`config.mk`:
```
export PLATFORM = sky130hd
export DESIGN_NAME = ramp_dds_flat
export DESIGN_NICKNAME = d
export VERILOG_FILES = /design/src/rtl/ramp_dds_if.sv /design/src/rtl/ramp_dds.sv /design/src/flat_wrapper.sv
export SDC_FILE = /design/constraint.sdc
export NUM_CORES = 1
export LEC_CHECK = 0
export CORE_MARGIN = 2
export CORE_UTILIZATION = 30
export CTS_CLUSTER_DIAMETER = 30
export DETAILED_ROUTE_END_ITERATION = 16
export GPL_TIMING_DRIVEN = 1
export PLACE_DENSITY = 0.54
export RECOVER_POWER = 100
export SLEW_MARGIN = 40
export SYNTH_ARGS = -nofsm -noshare
export SYNTH_HDL_FRONTEND = slang
export SYNTH_SLANG_ARGS = --single-unit
```
`constraint.sdc`:
```
create_clock -name clk -period 5.95 [get_ports clk]
set_input_delay 1.4875 -clock clk [delete_from_list [all_inputs] [get_ports clk]]
set_output_delay 1.4875 -clock clk [all_outputs]
set_load 0.01 [all_outputs]
```
`src/rtl/ramp_dds_if.sv`:
```
// Control and sample bundle between the signal-generator core and ramp_dds.
interface ramp_dds_if #(
    parameter int ACC_W = 32,
    parameter int OUT_W = 16
);
    logic             on;
    logic [ACC_W-1:0] freq_word;
    logic [1:0]       mode;
    logic [7:0]       amplitude;
    logic             sync;
    logic [OUT_W-1:0] wave_out;
    logic             wrap;

    modport master (
        output on, freq_word, mode, amplitude, sync,
        input  wave_out, wrap
    );

    modport slave (
        input  on, freq_word, mode, amplitude, sync,
        output wave_out, wrap
    );
endinterface

```
`src/rtl/ramp_dds.sv`:
```
// Phase-accumulator waveform generator (saw up/down, triangle, square) with
// Q10 amplitude scaling; settings reload only at period boundaries.
module ramp_dds #(
    parameter int ACC_W = 32,
    parameter int OUT_W = 16
) (
    input  logic      clk,
    input  logic      rst,
    ramp_dds_if.slave bus
);
    localparam int GAIN_W = 11;
    localparam int PROD_W = OUT_W + GAIN_W;

    typedef enum logic [1:0] {
        SAW_UP   = 2'b00,
        SAW_DOWN = 2'b01,
        TRIANGLE = 2'b10,
        SQUARE   = 2'b11
    } wave_mode_t;

    // Percent to Q10: 10486/1024 ~ 1024/100, so 100% lands on exactly 1024.
    function automatic logic [GAIN_W-1:0] gain_of(input logic [7:0] pct);
        logic [7:0]  clamped;
        logic [21:0] scaled;
        clamped = (pct > 8'd100) ? 8'd100 : pct;
        scaled  = {14'd0, clamped} * 22'd10486;
        return GAIN_W'(scaled >> 10);
    endfunction

    function automatic logic [OUT_W-1:0] shape(input logic [OUT_W-1:0] p,
                                               input wave_mode_t       m);
        logic [OUT_W-1:0] t;
        logic [OUT_W-1:0] r;
        t = {p[OUT_W-2:0], 1'b0};
        case (m)
            SAW_UP:   r = p;
            SAW_DOWN: r = ~p;
            TRIANGLE: r = p[OUT_W-1] ? ~t : t;
            SQUARE:   r = p[OUT_W-1] ? {OUT_W{1'b0}} : {OUT_W{1'b1}};
            default:  r = p;
        endcase
        return r;
    endfunction

    // Gain never exceeds 1024, so the truncated result always fits OUT_W.
    function automatic logic [OUT_W-1:0] scale(input logic [OUT_W-1:0]  s,
                                               input logic [GAIN_W-1:0] g);
        logic [PROD_W-1:0] prod;
        prod = {{GAIN_W{1'b0}}, s} * {{OUT_W{1'b0}}, g};
        return OUT_W'(prod >> 10);
    endfunction

    logic [ACC_W-1:0]  acc_r;
    logic [ACC_W-1:0]  inc_r;
    wave_mode_t        mode_r;
    logic [GAIN_W-1:0] gain_r;
    logic [OUT_W-1:0]  s1_r;
    logic [OUT_W-1:0]  wave_r;
    logic              w0_r;
    logic              wrap_s1_r;
    logic              wrap_r;

    logic [ACC_W:0]    sum_s;
    logic              carry_s;
    logic              load_s;
    logic [OUT_W-1:0]  phase_s;

    // Next phase, carry-out and period-boundary (load) detection.
    always_comb begin
        sum_s   = {1'b0, acc_r} + {1'b0, inc_r};
        carry_s = sum_s[ACC_W];
        load_s  = ~bus.on | bus.sync | carry_s;
        phase_s = acc_r[ACC_W-1 -: OUT_W];
    end

    // Shadow settings register, reloaded only at period boundaries.
    always_ff @(posedge clk) begin
        if (rst) begin
            inc_r  <= {ACC_W{1'b0}};
            mode_r <= SAW_UP;
            gain_r <= {GAIN_W{1'b0}};
        end else if (load_s) begin
            inc_r  <= bus.freq_word;
            mode_r <= wave_mode_t'(bus.mode);
            gain_r <= gain_of(bus.amplitude);
        end
    end

    // Phase accumulator; a sync restart replaces the increment on its edge.
    always_ff @(posedge clk) begin
        if (rst) begin
            acc_r <= {ACC_W{1'b0}};
        end else if (!bus.on || bus.sync) begin
            acc_r <= {ACC_W{1'b0}};
        end else begin
            acc_r <= sum_s[ACC_W-1:0];
        end
    end

    // Shape and scale pipeline with the wrap flag travelling alongside.
    always_ff @(posedge clk) begin
        if (rst) begin
            s1_r      <= {OUT_W{1'b0}};
            wave_r    <= {OUT_W{1'b0}};
            w0_r      <= 1'b1;
            wrap_s1_r <= 1'b0;
            wrap_r    <= 1'b0;
        end else begin
            s1_r      <= bus.on ? shape(phase_s, mode_r) : {OUT_W{1'b0}};
            wave_r    <= bus.on ? scale(s1_r, gain_r) : {OUT_W{1'b0}};
            w0_r      <= load_s;
            wrap_s1_r <= w0_r & bus.on;
            wrap_r    <= wrap_s1_r & bus.on;
        end
    end

    assign bus.wave_out = wave_r;
    assign bus.wrap     = wrap_r;
endmodule
```
`src/flat_wrapper.sv`:
```
// flat-port wrapper written by rule: the top's interface ports become plain ports
module ramp_dds_flat 
#(
    parameter int ACC_W = 32,
    parameter int OUT_W = 16
)
  (clk, rst, bus_on, bus_freq_word, bus_mode, bus_amplitude, bus_sync, bus_wave_out, bus_wrap);
  ramp_dds_if #(.ACC_W(ACC_W), .OUT_W(OUT_W)) bus_i ();
  input  logic clk;
  input  logic rst;
  input wire logic [$bits(bus_i.on)-1:0] bus_on;
  input wire logic [$bits(bus_i.freq_word)-1:0] bus_freq_word;
  input wire logic [$bits(bus_i.mode)-1:0] bus_mode;
  input wire logic [$bits(bus_i.amplitude)-1:0] bus_amplitude;
  input wire logic [$bits(bus_i.sync)-1:0] bus_sync;
  output wire logic [$bits(bus_i.wave_out)-1:0] bus_wave_out;
  output wire logic [$bits(bus_i.wrap)-1:0] bus_wrap;
  assign bus_i.on = bus_on;
  assign bus_i.freq_word = bus_freq_word;
  assign bus_i.mode = bus_mode;
  assign bus_i.amplitude = bus_amplitude;
  assign bus_i.sync = bus_sync;
  assign bus_wave_out = bus_i.wave_out;
  assign bus_wrap = bus_i.wrap;
  ramp_dds #(.ACC_W(ACC_W), .OUT_W(OUT_W)) u_core (.clk(clk), .rst(rst), .bus(bus_i));
endmodule
```
==> impl_metrics.toml, run 1 <==
[status]
status = "finished, final reports clean"

[routing]
drtIter0Drc = 345
drt-total-wl_um = 28900
drc_errors = 0
viasPerCell = 4.68
firstDrtPassIters = 4
wl_per_cell_um = 14.0
antenna_left = 0
vias = 9668

[final_layout]
stdcell_area_um2 = 14400
fillers = 4261
drive_above_1_share = 0.0814
num_antenna_cells = 0
layout.nets = 1866
syn2layout_area_growth_pct = 15.4

[yosys]
synth-seq-cells = 112
synth_cells = 1451
avgSynthCellArea_um2 = 8.61
synth_edf_count = 0
yosys.area.top_type = "fa_1"
ys.flop_type = "dfxtp_1"
ys_types = 58
synth_top_area_share = 0.237
synth_compound_area_frac = 0.135
ys_top_cells_by_count = "inv_1 (227), fa_1 (148), ha_1 (141)"
synth_mux_area_frac = 0.00160
synth_top_family_by_area = "adder cells"
ys_seq_area_frac = 0.179
syn_area_um2 = 12500
synthXorXnorAreaFrac = 0.0505
async_flop_share = 0
synthSimpleGateAreaFrac = 0.162
ys_warn_count = 0
post-synth-top-count-cell = "inv_1"
synth_fa_ha_area_frac = 0.378
synth_area_leaders = "fa_1 (24%), dfxtp_1 (18%), ha_1 (14%)"

[setup_path]
cpMaxStageDelayCell = "fa_1"
cp-end-kind = "flip-flop"
worst-r2r-setup-slack_ns = 0.34
reg2reg_to = "u_core.bus.wave_out[12]$_SDFF_PP0_"
r2r_cells = 18
crit_path_max_incr_delay_ns = 0.51
crit_required_ns = 6.25
critical_path_class = "input pin to flip-flop"
worstPathMaxFanout = 4
worstPathCellList = "clkbuf_2 > o21ai_1 > nand2_1 > a31oi_4 > nand2_2 > fa_1 > buf_4 > fa_1 > inv_2 > fa_1 > inv_1 > fa_1 > inv_1 > ha_1 > o21a_1 > o21ai_2 > a21oi_4 > a211o_1 > buf_4 > buf_4 > xnor2_1 > o31ai_1"
cp.arrival_ns = 6.02
cp_common_cell = "fa_1"
r2r-start = "u_core.s1_r[9]$_SDFF_PP0_"
start_kind = "input pin"

[sta]
worst_pin_slew_ns = 1.10
hold_viol_final = 0
hold_ws_ns = 0.452
rsz0062_at_grt = "no"
period_share = 0.962
finalSetupViolCount = 0
slew_headroom = 0.266
max_freq_mhz = 175
skew_ns = 0.0127
min_period_ns = 5.72
maxSlewViolCount = 0
finalWorstSetupSlack_ns = 0.225

[worst_hold_path]
hold_end = "u_core.wrap_s1_r$_SDFF_PP0_"
hold_path_startpoint = "u_core.w0_r$_SDFF_PP1_"
min_path_type = "flip-flop to flip-flop"
holdPathStages = 1

[placed_design]
dp_slack_ns = -0.752
dpl_cell_area_um2 = 14100
hpwlAfterDp_um = 23400
io_buffers = 62
gp_congestion = 0.852

[clocking]
path_clk_slew_ns = 0.09
clock_latency_ns = 0.38
cts_buffers = 9
ctsHoldBuffers = 0
clockRootBuffer = "clkbuf_16"
cts_sinks = 112
clockBufferDepth = 2
cts_tree = "yes"
htree_levels = 3

[global_route]
grt_pass1_wl_um = 49100
grt_pass1_vias = 9999
grt_max_degree = 46
gr-total-overflow = 0
grt_use_total = 0.137
grt_antenna_before_repair = 0

[power]
seqPwrFrac = 0.320
clockPowerShare = 0.233
peakVddDrop_uv = 129
p_comb_frac = 0.447
p_int_w = 0.00176
switching_share = 0.393
p_per_area_nw_per_um2 = 201
power_leakage_nw = 6.93
p_sw_w = 0.00114

[die]
num_rows = 74
io_pins = 63
fp.dieArea_um2 = 43300
start_util = 0.305
coreArea_um2 = 40900
die_y_um = 208
die_x_um = 208

[run]
drv_cap = 0
-- through the flow --
step	total power, W	instances	util	setup TNS (ns)
2_1_floorplan	0.00176	1455	-	0
3_3_place_gp	0.00219	2049	0.343	-4.61
3_5_place_dp	0.00221	2049	0.343	-5.87
4_1_cts	0.00293	2067	0.352	0
5_1_grt	0.00317	2068	0.352	0
6_report	0.00290	2068	0.352	0
-- cells in the final DEF (no fill, tap or decap), types with 6 or more instances in the layout --
cell type	synthesis	layout
inv_1	227	226
fa_1	148	148
ha_1	141	140
nand2_1	109	107
dfxtp_1	112	107
a21oi_1	98	99
and2_1	101	98
o21ai_0	73	77
buf_4	1	70
nor2_1	55	55
nand3_1	56	55
xor2_1	45	45
clkdlybuf4s50_1	0	35
xnor2_1	27	27
a21o_1	19	19
dlygate4sd3_1	0	18
o21a_1	14	14
nor3_1	15	14
a211oi_1	12	12
o21ai_1	14	9
and3_1	10	9
clkbuf_16	0	9
nand2b_1	9	8
or2_2	7	7
nor2b_1	7	7
nor3b_1	7	7
or3_1	6	6
o31ai_1	6	6
-- power by group through the flow --
stage                     logic (W)  clock network (W)  registers, W
after floorplan            0.000884                  0      0.000872
after global placement      0.00125                  0      0.000946
after detailed placement    0.00127                  0      0.000948
after CTS                   0.00129           0.000704      0.000930
after global routing        0.00150           0.000727      0.000944
final                       0.00130           0.000676      0.000930
-- flip-flops by register name (all words and copies together), names as in the netlist, 2 cells and up --
| name | flops |
|---|---|
| u_core.mode_r | 2 |
| u_core.bus.wave_out | 16 |
| u_core.acc_r | 32 |
| u_core.gain_r | 11 |
| u_core.s1_r | 16 |
| u_core.inc_r | 32 |
-- cell families (layout without fill, tap and decap cells) --
group / count (synthesis) / count (layout)
AO/OA/AOI/OAI: 279 / 279
adder cells (fa/ha/maj): 289 / 289
other: 1 / 5
buffers and inverters: 298 / 379
AND/OR/NAND/NOR: 398 / 398
XOR/XNOR: 72 / 72
multiplexers: 2 / 2
flip-flops: 112 / 112
-- routing by layer --
layer  part of all wire  vias to the layer above  track usage
met4              0.010                        0       0.0237
met3              0.033                       18       0.0219
met1               0.48                     4659        0.182
met2               0.48                      130        0.235
met5                  0                        -            0
li1                   -                     4861            -
-- how the worst max path moves through the flow --
stage,start,to,slack [ns],depth (start not counted)
after global routing,bus_amplitude[0],u_core.gain_r[7]$_SDFFE_PP0P_,0.004,20
after CTS,bus_amplitude[1],u_core.gain_r[5]$_SDFFE_PP0P_,0.05,22
after floorplan,bus_amplitude[0],u_core.gain_r[7]$_SDFFE_PP0P_,0.02,19
after detailed placement,bus_amplitude[0],u_core.gain_r[7]$_SDFFE_PP0P_,-0.75,20
final,bus_amplitude[0],u_core.gain_r[6]$_SDFFE_PP0P_,0.23,22
after global placement,bus_amplitude[0],u_core.gain_r[7]$_SDFFE_PP0P_,-0.59,20
-- timing repair --
| item | 4_1_cts | 5_1_grt |
|---|---|---|
| endpoints found under the setup margin | 8 | 9 |
| hold endpoints to repair | 0 | 0 |
| buffers inserted | 2 | 1 |
| cloned | 0 | 0 |
| pin swaps | 16 | 22 |
| gates resized for setup | 16 | 24 |
-- worst max-delay path, delay by kind of cell --
kind	cells	cell delay, ns
fa+ha+maj	5	2.24
compound gates	7	1.34
buf+inv	7	0.64
simple gates	2	0.22
xor+xnor	1	0.11
-- final cells by class --
class	count	area, um2	share of cell area
Sequential cell	112	2250	0.156
Inverter	227	852	0.0591
Tap cell	532	666	0.0462
Multi-Input combinational cell	1045	9190	0.638
Clock inverter	7	96.3	0.00668
Timing Repair Buffer	136	1140	0.0790
Clock buffer	9	225	0.0156
Note: power is estimated with default switching activity, not from simulation.
==> run 2: changes to the inputs <==
--- a/config.mk
+++ b/config.mk
@@ -5,12 +5,14 @@
 export SDC_FILE = /design/constraint.sdc
 export NUM_CORES = 1
 export LEC_CHECK = 0
+export CELL_PAD_IN_SITES_DETAIL_PLACEMENT = 0
+export CELL_PAD_IN_SITES_GLOBAL_PLACEMENT = 1
 export CORE_MARGIN = 2
 export CORE_UTILIZATION = 30
 export CTS_CLUSTER_DIAMETER = 30
 export DETAILED_ROUTE_END_ITERATION = 16
 export GPL_TIMING_DRIVEN = 1
-export PLACE_DENSITY = 0.54
+export PLACE_DENSITY = 0.65
 export RECOVER_POWER = 100
 export SLEW_MARGIN = 40
 export SYNTH_ARGS = -nofsm -noshare
==> run 2 against run 1 <==
Net effect:
- critical path depth increased by 1
- cell area rose by 0.43%
- total power is 0.36% higher
==> impl_metrics.toml, run 2 (synthesis gave the netlist of run 1 again) <==
[worst_hold_path]
holdPathStages = 1
hold_end = "u_core.wrap_s1_r$_SDFF_PP0_"
min_path_type = "flip-flop to flip-flop"
hold_path_startpoint = "u_core.w0_r$_SDFF_PP1_"

[setup_path]
crit_path_max_incr_delay_ns = 0.51
worstPathMaxFanout = 4
crit_required_ns = 6.25
start_kind = "input pin"
reg2reg_to = "u_core.bus.wave_out[12]$_SDFF_PP0_"
critical_path_class = "input pin to flip-flop"
cp.arrival_ns = 6.07
cp-startpoint = "bus_amplitude[1]"
cpMaxStageDelayCell = "fa_1"
worstPathCellList = "dlygate4sd2_1 > o21ai_1 > nand2_1 > a31oi_4 > buf_6 > nand2b_4 > inv_2 > fa_2 > fa_1 > inv_1 > fa_1 > inv_1 > fa_1 > inv_1 > ha_1 > o21a_1 > o21ai_2 > a21oi_4 > a211oi_2 > o21bai_1 > buf_4 > xnor2_1 > o31ai_1"
cp-end-kind = "flip-flop"
worst-r2r-setup-slack_ns = 0.42
r2r_cells = 20
r2r-start = "u_core.gain_r[5]$_SDFFE_PP0P_"

[final_layout]
num_antenna_cells = 0
fillers = 4298
syn2layout_area_growth_pct = 15.9
top_regs = "u_core.acc_r x32, u_core.inc_r x32"
fin_cells = 2066
layout.nets = 1864
layout_commonest_cell = "inv_1"
layout_common_cells = "inv_1 (226), fa_1 (147), ha_1 (138)"
drive_above_1_share = 0.0841

[placed_design]
dp_cells = 2045
hpwlAfterDp_um = 23600
io_buffers = 62
gp_congestion = 0.845

[global_route]
grt_pass1_vias = 10100
grt_use_total = 0.139
grt_pass1_wl_um = 50000
grt_antenna_before_repair = 0
grt_max_degree = 46
gr-total-overflow = 0

[clocking]
htree_levels = 3
cts_sinks = 112
clockRootBuffer = "clkbuf_16"
path_clk_slew_ns = 0.09
clockBufferDepth = 2
cts_tree = "yes"
cts_buffers = 9
clock_latency_ns = 0.38

[sta]
maxSlewViolCount = 0
period_share = 0.970
max_freq_mhz = 173
min_period_ns = 5.77
worst_pin_slew_ns = 1.25
tns_ns = 0
hold_viol_final = 0
finalSetupViolCount = 0
skew_ns = 0.0147
slew_headroom = 0.165

[power]
p_comb_frac = 0.448
p_int_w = 0.00176
seqPwrFrac = 0.320
peakVddDrop_uv = 138
clockPowerShare = 0.232
p_per_area_nw_per_um2 = 201
power_leakage_nw = 6.94
switching_share = 0.394
p_sw_w = 0.00115

[routing]
antenna_left = 0
firstDrtPassIters = 5
drc_errors = 0
wl_per_cell_um = 14.2
vias = 9667
viasPerCell = 4.68
drt-total-wl_um = 29300
drtIter0Drc = 354

[status]
status = "finished, final reports clean"

[die]
die_x_um = 208
num_rows = 74
coreArea_um2 = 40900
io_pins = 63
start_util = 0.305
die_y_um = 208
fp.dieArea_um2 = 43300

[run]
drv_cap = 0
run 2: power groups by stage:
stage | Combinational (W) | Sequential [W] | Clock, W
2_1_floorplan | 0.000884 | 0.000872 | 0
3_3_place_gp | 0.00124 | 0.000947 | 0
3_5_place_dp | 0.00125 | 0.000949 | 0
4_1_cts | 0.00128 | 0.000931 | 0.000701
5_1_grt | 0.00151 | 0.000944 | 0.000724
6_report | 0.00131 | 0.000932 | 0.000675
run 2: stage by stage:
| step | total power [W] | setup WS, ns | hold WS (ns) | util | area (um2) |
|---|---|---|---|---|---|
| final | 0.00291 | 0.181 | 0.437 | 0.354 | 14500 |
| after global routing | 0.00318 | -0.0163 | 0.459 | 0.354 | 14500 |
| after CTS | 0.00291 | 0.00727 | 0.449 | 0.352 | 14400 |
| after detailed placement | 0.00220 | -0.792 | 0.422 | 0.343 | 14000 |
| after global placement | 0.00219 | -0.621 | 0.418 | 0.343 | 14000 |
| after floorplan | 0.00176 | 0.0165 | 0.406 | - | 12500 |
run 2: how the worst max path moves through the flow:
stage	cells past startpoint	slack [ns]	to
2_1_floorplan	19	0.02	u_core.gain_r[7]$_SDFFE_PP0P_
3_3_place_gp	20	-0.62	u_core.gain_r[7]$_SDFFE_PP0P_
3_5_place_dp	20	-0.79	u_core.gain_r[7]$_SDFFE_PP0P_
4_1_cts	22	0.007	u_core.gain_r[9]$_SDFFE_PP0P_
5_1_grt	23	-0.02	u_core.gain_r[7]$_SDFFE_PP0P_
6_report	23	0.18	u_core.gain_r[9]$_SDFFE_PP0P_
run 2: layout make-up:
type	count	area (um2)	share of cell area
multi-input combinational	1045	9230	0.637
clock inverter	7	96.3	0.00665
clock buffer	9	225	0.0156
sequential	112	2260	0.156
timing repair buffer	134	1160	0.0798
inverter	227	852	0.0588
tap	532	666	0.0460
run 2: metal layers:
layer / part of all wire / vias to the layer above / global-route usage
met5: 0 / - / 0
met4: 0.0092 / 0 / 0.0252
met3: 0.030 / 22 / 0.0184
met2: 0.47 / 145 / 0.237
met1: 0.50 / 4646 / 0.189
li1: - / 4854 / -
run 2: timing repair:
action	CTS	global route
endpoints found under the setup margin	9	11
hold buffers	0	0
cloned	0	0
resized for setup	17	25
pin swaps	18	18
setup buffers	3	2
run 2: worst max-delay path, delay by kind of cell:
family	cells	cell delay (ns)
fa+ha+maj	5	2.24
xor+xnor	1	0.12
buf+inv	7	0.74
simple gates	2	0.15
compound gates	8	1.33
==> run 3: changes to the inputs <==
--- a/config.mk
+++ b/config.mk
@@ -11,6 +11,7 @@
 export CORE_UTILIZATION = 30
 export CTS_CLUSTER_DIAMETER = 30
 export DETAILED_ROUTE_END_ITERATION = 16
+export GPL_ROUTABILITY_DRIVEN = 0
 export GPL_TIMING_DRIVEN = 1
 export PLACE_DENSITY = 0.65
 export RECOVER_POWER = 100
==> results of run 3 <==
Final layout, timing and power as in run 2 (identical DEF).
